File: config.mk
export PLATFORM = sky130hd
export DESIGN_NAME = iomem_interconnect
export DESIGN_NICKNAME = d
export VERILOG_FILES = /design/src/rtl/iomem_pkg.sv /design/src/rtl/iomem_timeout.sv /design/src/rtl/iomem_interconnect.sv
export SDC_FILE = /design/constraint.sdc
export NUM_CORES = 1
export LEC_CHECK = 0
export CAP_MARGIN = 25
export CORE_AREA = 5 5 143 145
export DETAILED_ROUTE_END_ITERATION = 12
export DIE_AREA = 0 0 148 150
export GPL_TIMING_DRIVEN = 1
export PLACE_DENSITY_LB_ADDON = 0.05
export SLEW_MARGIN = 20
export SYNTH_ARGS = -nofsm -noshare
export SYNTH_HDL_FRONTEND = slang
export SYNTH_SLANG_ARGS = --single-unit
File: constraint.sdc
create_clock -name clk -period 2.65 [get_ports clk]
set_input_delay 0.3975 -clock clk [delete_from_list [all_inputs] [get_ports clk]]
set_output_delay 0.3975 -clock clk [all_outputs]
set_load 0.05 [all_outputs]
File: src/rtl/iomem_pkg.sv
// Shared definitions for the iomem interconnect: FSM encoding, page width,
// status register layout and the default error read data.
package iomem_pkg;

    localparam int PAGE_W = 8;

    // Status register layout
    localparam int ST_TIMEOUT_BIT  = 0;
    localparam int ST_UNMAPPED_BIT = 1;
    localparam int ST_PAGE_LSB     = 2;

    localparam logic [31:0] ERR_RDATA_DEFAULT = 32'hDEAD_BEEF;

    typedef enum logic [1:0] {
        S_IDLE = 2'd0,
        S_WAIT = 2'd1,
        S_RESP = 2'd2
    } state_t;

    // Status word: {22'b0, last_err_page, unmapped_flag, timeout_flag}
    function automatic logic [31:0] status_word(input logic [PAGE_W-1:0] last_page,
                                                input logic unmapped,
                                                input logic timeout);
        logic [31:0] w;
        w = '0;
        w[ST_TIMEOUT_BIT]                      = timeout;
        w[ST_UNMAPPED_BIT]                     = unmapped;
        w[ST_PAGE_LSB +: PAGE_W]               = last_page;
        return w;
    endfunction

endpackage

File: src/rtl/iomem_timeout.sv
// Access watchdog: counts cycles while enabled, clears on request and flags
// the last permitted cycle so the FSM can abort on it.
module iomem_timeout #(
    parameter int TIMEOUT_CYCLES = 1024,
    parameter int CNT_W          = $clog2(TIMEOUT_CYCLES)
) (
    input  logic clk,
    input  logic rst_n,
    input  logic clr,
    input  logic en,
    output logic expire
);

    logic [CNT_W-1:0] count;

    // Clear has priority over counting so each access starts from zero
    always_ff @(posedge clk or negedge rst_n) begin
        if (!rst_n) begin
            count <= '0;
        end else if (clr) begin
            count <= '0;
        end else if (en) begin
            count <= count + 1'b1;
        end
    end

    assign expire = en && (count == CNT_W'(TIMEOUT_CYCLES - 1));

endmodule

File: src/rtl/iomem_interconnect.sv
// iomem page decoder and response mux: routes master accesses to slave pages,
// serves the status register, answers unmapped pages and aborts slow slaves.
module iomem_interconnect
    import iomem_pkg::*;
#(
    parameter int          NUM_SLAVES     = 8,
    parameter logic [7:0]  SLAVE_BASE     = 8'h03,
    parameter logic [7:0]  STATUS_PAGE    = 8'h0F,
    parameter int          TIMEOUT_CYCLES = 1024,
    parameter logic [31:0] ERR_RDATA      = ERR_RDATA_DEFAULT
) (
    input  logic                     clk,
    input  logic                     resetn,
    input  logic                     m_valid,
    output logic                     m_ready,
    input  logic [3:0]               m_wstrb,
    input  logic [31:0]              m_addr,
    input  logic [31:0]              m_wdata,
    output logic [31:0]              m_rdata,
    output logic [NUM_SLAVES-1:0]    s_valid,
    input  logic [NUM_SLAVES-1:0]    s_ready,
    input  logic [32*NUM_SLAVES-1:0] s_rdata,
    output logic                     err_irq
);

    localparam int SEL_W = (NUM_SLAVES > 1) ? $clog2(NUM_SLAVES) : 1;

    state_t             state;
    logic [SEL_W-1:0]   sel;
    logic               timeout_flag;
    logic               unmapped_flag;
    logic [PAGE_W-1:0]  last_err_page;
    logic               expire;

    logic [PAGE_W-1:0]  page;
    logic [PAGE_W:0]    page_off;
    logic               in_range;
    logic               status_clr;
    logic [31:0]        slave_rdata [NUM_SLAVES];

    // Only the page byte, strobe bit 0 and data bit 0 are decoded here
    logic unused_bus;
    assign unused_bus = ^{m_addr[23:0], m_wstrb[3:1], m_wdata[31:1]};

    assign page       = m_addr[31:24];
    assign page_off   = {1'b0, page} - {1'b0, SLAVE_BASE};
    assign in_range   = ({1'b0, page} >= {1'b0, SLAVE_BASE}) &&
                        ({1'b0, page} <  ({1'b0, SLAVE_BASE} + (PAGE_W+1)'(NUM_SLAVES)));
    assign status_clr = m_wstrb[0] && m_wdata[0];

    for (genvar i = 0; i < NUM_SLAVES; i++) begin : g_rd
        assign slave_rdata[i] = s_rdata[32*i +: 32];
    end

    iomem_timeout #(
        .TIMEOUT_CYCLES (TIMEOUT_CYCLES)
    ) u_timeout (
        .clk    (clk),
        .rst_n  (resetn),
        .clr    (state != S_WAIT),
        .en     (state == S_WAIT),
        .expire (expire)
    );

    // Request goes only to the latched slave, and only while waiting on it
    always_comb begin
        s_valid = '0;
        if (state == S_WAIT) s_valid[sel] = 1'b1;
    end

    // Access FSM with registered response, sticky error flags and irq
    always_ff @(posedge clk or negedge resetn) begin
        if (!resetn) begin
            state         <= S_IDLE;
            sel           <= '0;
            m_ready       <= 1'b0;
            m_rdata       <= '0;
            timeout_flag  <= 1'b0;
            unmapped_flag <= 1'b0;
            last_err_page <= '0;
            err_irq       <= 1'b0;
        end else begin
            m_ready <= 1'b0;
            err_irq <= timeout_flag | unmapped_flag;
            case (state)
                S_IDLE: begin
                    if (m_valid) begin
                        if (in_range) begin
                            sel   <= page_off[SEL_W-1:0];
                            state <= S_WAIT;
                        end else if (page == STATUS_PAGE) begin
                            m_rdata <= status_word(last_err_page, unmapped_flag, timeout_flag);
                            if (status_clr) begin
                                timeout_flag  <= 1'b0;
                                unmapped_flag <= 1'b0;
                            end
                            m_ready <= 1'b1;
                            state   <= S_RESP;
                        end else begin
                            m_rdata       <= '0;
                            unmapped_flag <= 1'b1;
                            last_err_page <= page;
                            m_ready       <= 1'b1;
                            state         <= S_RESP;
                        end
                    end
                end
                S_WAIT: begin
                    if (!m_valid) begin
                        // Master withdrew the request: drop it silently
                        state <= S_IDLE;
                    end else if (s_ready[sel]) begin
                        m_rdata <= slave_rdata[sel];
                        m_ready <= 1'b1;
                        state   <= S_RESP;
                    end else if (expire) begin
                        m_rdata       <= ERR_RDATA;
                        timeout_flag  <= 1'b1;
                        last_err_page <= SLAVE_BASE + PAGE_W'(sel);
                        m_ready       <= 1'b1;
                        state         <= S_RESP;
                    end
                end
                S_RESP: begin
                    state <= S_IDLE;
                end
                default: begin
                    state <= S_IDLE;
                end
            endcase
        end
    end

endmodule
==> flow_metrics.env, run 1 <==
export IMPL_run_status="complete, no violations"
export IMPL_post_cts_setup_buffers=0
export IMPL_total_power_consumption_w=0.00392
export IMPL_synth_distinct_cells=41
export IMPL_peakVddDrop_uv=432
export IMPL_reg2reg_setup_slack_ns=0.38
export IMPL_ys_warnings_count=0
export IMPL_fp_dieW_um=148
export IMPL_share_of_the_core_filled_with_cells_in_the_final_layout_pct=44.8
export IMPL_detailed_place_area_sq_mm=0.00825
export IMPL_cell_by_cell_listing_of_the_critical_path="buf_12 > mux4_2 > mux2i_1 > buf_4 > o21ai_0 > mux2_2"
export IMPL_final_max_slew_viol_count=0
export IMPL_path_delay_family="multiplexers"
export IMPL_top_post_synthesis_cells_by_area="sky130_fd_sc_hd__mux4_2 32%, sky130_fd_sc_hd__dfrtp_1 32%, sky130_fd_sc_hd__nor2_1 5.3%"
export IMPL_first_global_vias=5415
export IMPL_critPathKind="register to register"
export IMPL_layout_area_overhead_vs_synth_pct=83.7
export IMPL_cts_buffers_inserted=9
export IMPL_tightestPinTransition_ns=0.638
export IMPL_final_number_of_setup_violating_endpoints=0
export IMPL_clock_fmax_ghz=0.441
export IMPL_critical_path_slowest_cell="sky130_fd_sc_hd__mux4_2"
export IMPL_drtPass1Iterations=4
export IMPL_rsz0062_at_grt="false"
export IMPL_initial_core_util_pct=24.4
export IMPL_timing_final_crit_period_ns=2.27
export IMPL_setup_worst_path_end_class="register"
export IMPL_gp_routability_congestion=0.824
export IMPL_synth_async_sr_flop_share_pct=100
export IMPL_port_buffers=318
export IMPL_postSynthCellCount=433
export IMPL_hold_viol_final=0
export IMPL_leakage_power_figure_nw=3.26
export IMPL_detail_route_iter0_violations=234
export IMPL_count_of_buffer_and_inverter_cells_on_the_critical_path=2
export IMPL_clock_skew_final_ns=0.00577
export IMPL_cts_htree_levels=3
export IMPL_fp_coreArea_sq_mm=0.0191
export IMPL_worst_path_required_time_ns=2.86
export IMPL_timing_setup_tns_ns=0
export IMPL_post_synth_instance_area_sq_mm=0.00466
export IMPL_fillerInstances=1791
export IMPL_maxSlewHeadroom_pct=57.3
export IMPL_synth_top_cells_by_count="66 x sky130_fd_sc_hd__mux4_2, 66 x sky130_fd_sc_hd__nor2_1, 59 x sky130_fd_sc_hd__dfrtp_1"
export IMPL_dr_total_vias=4813
export IMPL_place_inst=976
export IMPL_synth_top_flop_cell="sky130_fd_sc_hd__dfrtp_1"
export IMPL_drc=0
export IMPL_yosysTopAreaCell="sky130_fd_sc_hd__mux4_2"
export IMPL_multi_input_area_sq_mm=0.00299
export IMPL_detail_route_antenna_nets=0
export IMPL_netlist_area_leader_share_pct=31.9
export IMPL_seq_cells_post_synth=59
export IMPL_layout_cell_share_with_drive_strength_beyond_1_pct=18.2
export IMPL_grt_max_degree=42
export IMPL_min_period_over_period_pct=85.5
export IMPL_worst_path_largest_cell_delay_ns=0.55
export IMPL_arrival_time_at_the_worst_endpoint_ns=2.47
export IMPL_clk_insertion_delay_late_ns=0.32
export IMPL_clk_pin_slew_ns=0.05
export IMPL_hold_path_class="primary input to async pin"
export IMPL_final_area_sq_mm=0.00856
export IMPL_max_cap_violations=0
export IMPL_layout_nets=1087
export IMPL_die_height_um=150
export IMPL_route_final_wire_length_mm=21.1
export IMPL_final_instance_count_excl_fill=995
export IMPL_synth_edf_count=0
export IMPL_antenna_found_initial=4
export IMPL_design_die_area_sq_mm=0.0222
export IMPL_pwr_density_cell_mw_per_mm2=458
export IMPL_syn_nets=771
export IMPL_cts_repair_resized=0
export IMPL_area_sequential_sq_mm=0.00148
export IMPL_synthesis_area_per_instance_sq_um=10.8
export IMPL_std_cell_rows=51
export IMPL_cts_num_sinks=59
export IMPL_drt_vias_per_instance=4.84
export IMPL_clk_path_buf_depth=2
export IMPL_detailed_place_hpwl_mm=17.6
export IMPL_synth_sequential_area_ratio_pct=31.7
export IMPL_drt_wirelength_per_cell_um=21.2
export IMPL_ctsRootBufferMaster="sky130_fd_sc_hd__clkbuf_16"
export IMPL_crit_path_max_fanout=39
export IMPL_cts_tree="built"
export IMPL_ctsHoldBuffers=0
export IMPL_globalRouteTotalUtil_pct=18.6
export IMPL_pin_count=377
export IMPL_global_route_overflow_total=0
export IMPL_global_route_wire_length_before_repair_mm=31.4
export IMPL_critPathLaunchType="register"
==> sequential cells by signal, indices dropped and copies added, names as in the netlist <==
signal	flops
unmapped_flag	1
m_rdata	32
state	2
u_timeout.count	10
m_ready	1
sel	3
timeout_flag	1
last_err_page	8
err_irq	1
==> cell families (layout without fill, tap and decap cells) <==
logic type / Yosys count / count (layout) / synth area share [%]
mux: 82 / 82 / 36.0
simple gates: 144 / 144 / 13.4
xor+xnor: 10 / 10 / 1.88
other cells: 0 / 3 / 0
flops: 59 / 59 / 31.7
compound gates: 87 / 87 / 11.6
buf+inv: 48 / 369 / 4.54
fa+ha+maj: 3 / 3 / 0.806
==> power by group <==
part | switching, W | leakage (nW) | internal, W
registers | 0.0000365 | 0.782 | 0.000946
clock network | 0.000408 | 0.145 | 0.000748
logic | 0.000763 | 2.33 | 0.00102
==> worst reg2reg max path, delay by kind of cell (launching register included) <==
| kind | cells | cell delay [ns] |
|---|---|---|
| compound gates | 1 | 0.11 |
| buf+inv | 2 | 0.46 |
| flops | 1 | 0.46 |
| mux | 3 | 1.14 |
==> worst paths after layout <==
path,startpoint,endpoint,cells after the start
setup / recovery,sel[0],m_rdata[8],6
hold / removal,resetn,sel[1],1
setup reg to reg,sel[0],m_rdata[8],6
hold reg to reg,u_timeout.count[0],u_timeout.count[0],1
max in group asynchronous,resetn,sel[0],2
min in group clk,u_timeout.count[0],u_timeout.count[0],1
==> layer usage <==
layer  up-vias  part of all wire [%]  GRT usage, %
met5         -                 0.062             0
met4         2                   1.0          4.30
met3        12                   6.4          5.27
met2       175                    52          32.4
met1      2349                    41          22.8
li1       2275                     -             -
==> cell usage in the layout (no fill, tap or decap), types with 4 or more instances in the layout <==
cell / n
sky130_fd_sc_hd__dfrtp_1: 57
sky130_fd_sc_hd__o31ai_1: 14
sky130_fd_sc_hd__inv_1: 6
sky130_fd_sc_hd__buf_12: 7
sky130_fd_sc_hd__clkbuf_16: 9
sky130_fd_sc_hd__buf_4: 29
sky130_fd_sc_hd__a211oi_1: 9
sky130_fd_sc_hd__mux2i_1: 9
sky130_fd_sc_hd__and2_1: 9
sky130_fd_sc_hd__a21oi_1: 9
sky130_fd_sc_hd__nor2_1: 65
sky130_fd_sc_hd__o21ai_0: 42
sky130_fd_sc_hd__a22o_1: 5
sky130_fd_sc_hd__nand2_1: 40
sky130_fd_sc_hd__clkdlybuf4s50_1: 309
sky130_fd_sc_hd__xor2_1: 4
sky130_fd_sc_hd__mux4_2: 66
sky130_fd_sc_hd__xnor2_1: 6
sky130_fd_sc_hd__nand3_1: 8
==> stage by stage <==
stage	worst slack [ns]	hold slack, ns
2_1_floorplan	0.0939	0.102
3_3_place_gp	0.0787	0.445
3_5_place_dp	0.0224	0.451
4_1_cts	0.284	0.102
5_1_grt	0.213	0.125
6_report	0.384	0.0867
==> final cells by class <==
| class | instances | share of cell area, % |
|---|---|---|
| clock inverters | 5 | 0.614 |
| diodes | 3 | 0.0877 |
| well taps | 238 | 3.48 |
| repair buffers | 346 | 40.4 |
| inverters | 7 | 0.307 |
| clock buffers | 11 | 2.84 |
| multi-input cells | 326 | 35.0 |
| flip-flops and latches | 59 | 17.3 |
(Power assumes the default switching activity.)
==> run 2, diff against run 1 <==
--- a/config.mk
+++ b/config.mk
@@ -5,12 +5,14 @@
 export SDC_FILE = /design/constraint.sdc
 export NUM_CORES = 1
 export LEC_CHECK = 0
+export ABC_AREA = 0
 export CAP_MARGIN = 25
 export CORE_AREA = 5 5 143 145
 export DETAILED_ROUTE_END_ITERATION = 12
 export DIE_AREA = 0 0 148 150
 export GPL_TIMING_DRIVEN = 1
 export PLACE_DENSITY_LB_ADDON = 0.05
+export SKIP_CTS_REPAIR_TIMING = 1
 export SLEW_MARGIN = 20
 export SYNTH_ARGS = -nofsm -noshare
 export SYNTH_HDL_FRONTEND = slang
==> results of run 2 <==
Same layout as run 1: the final DEF is identical, and so are final timing and power.
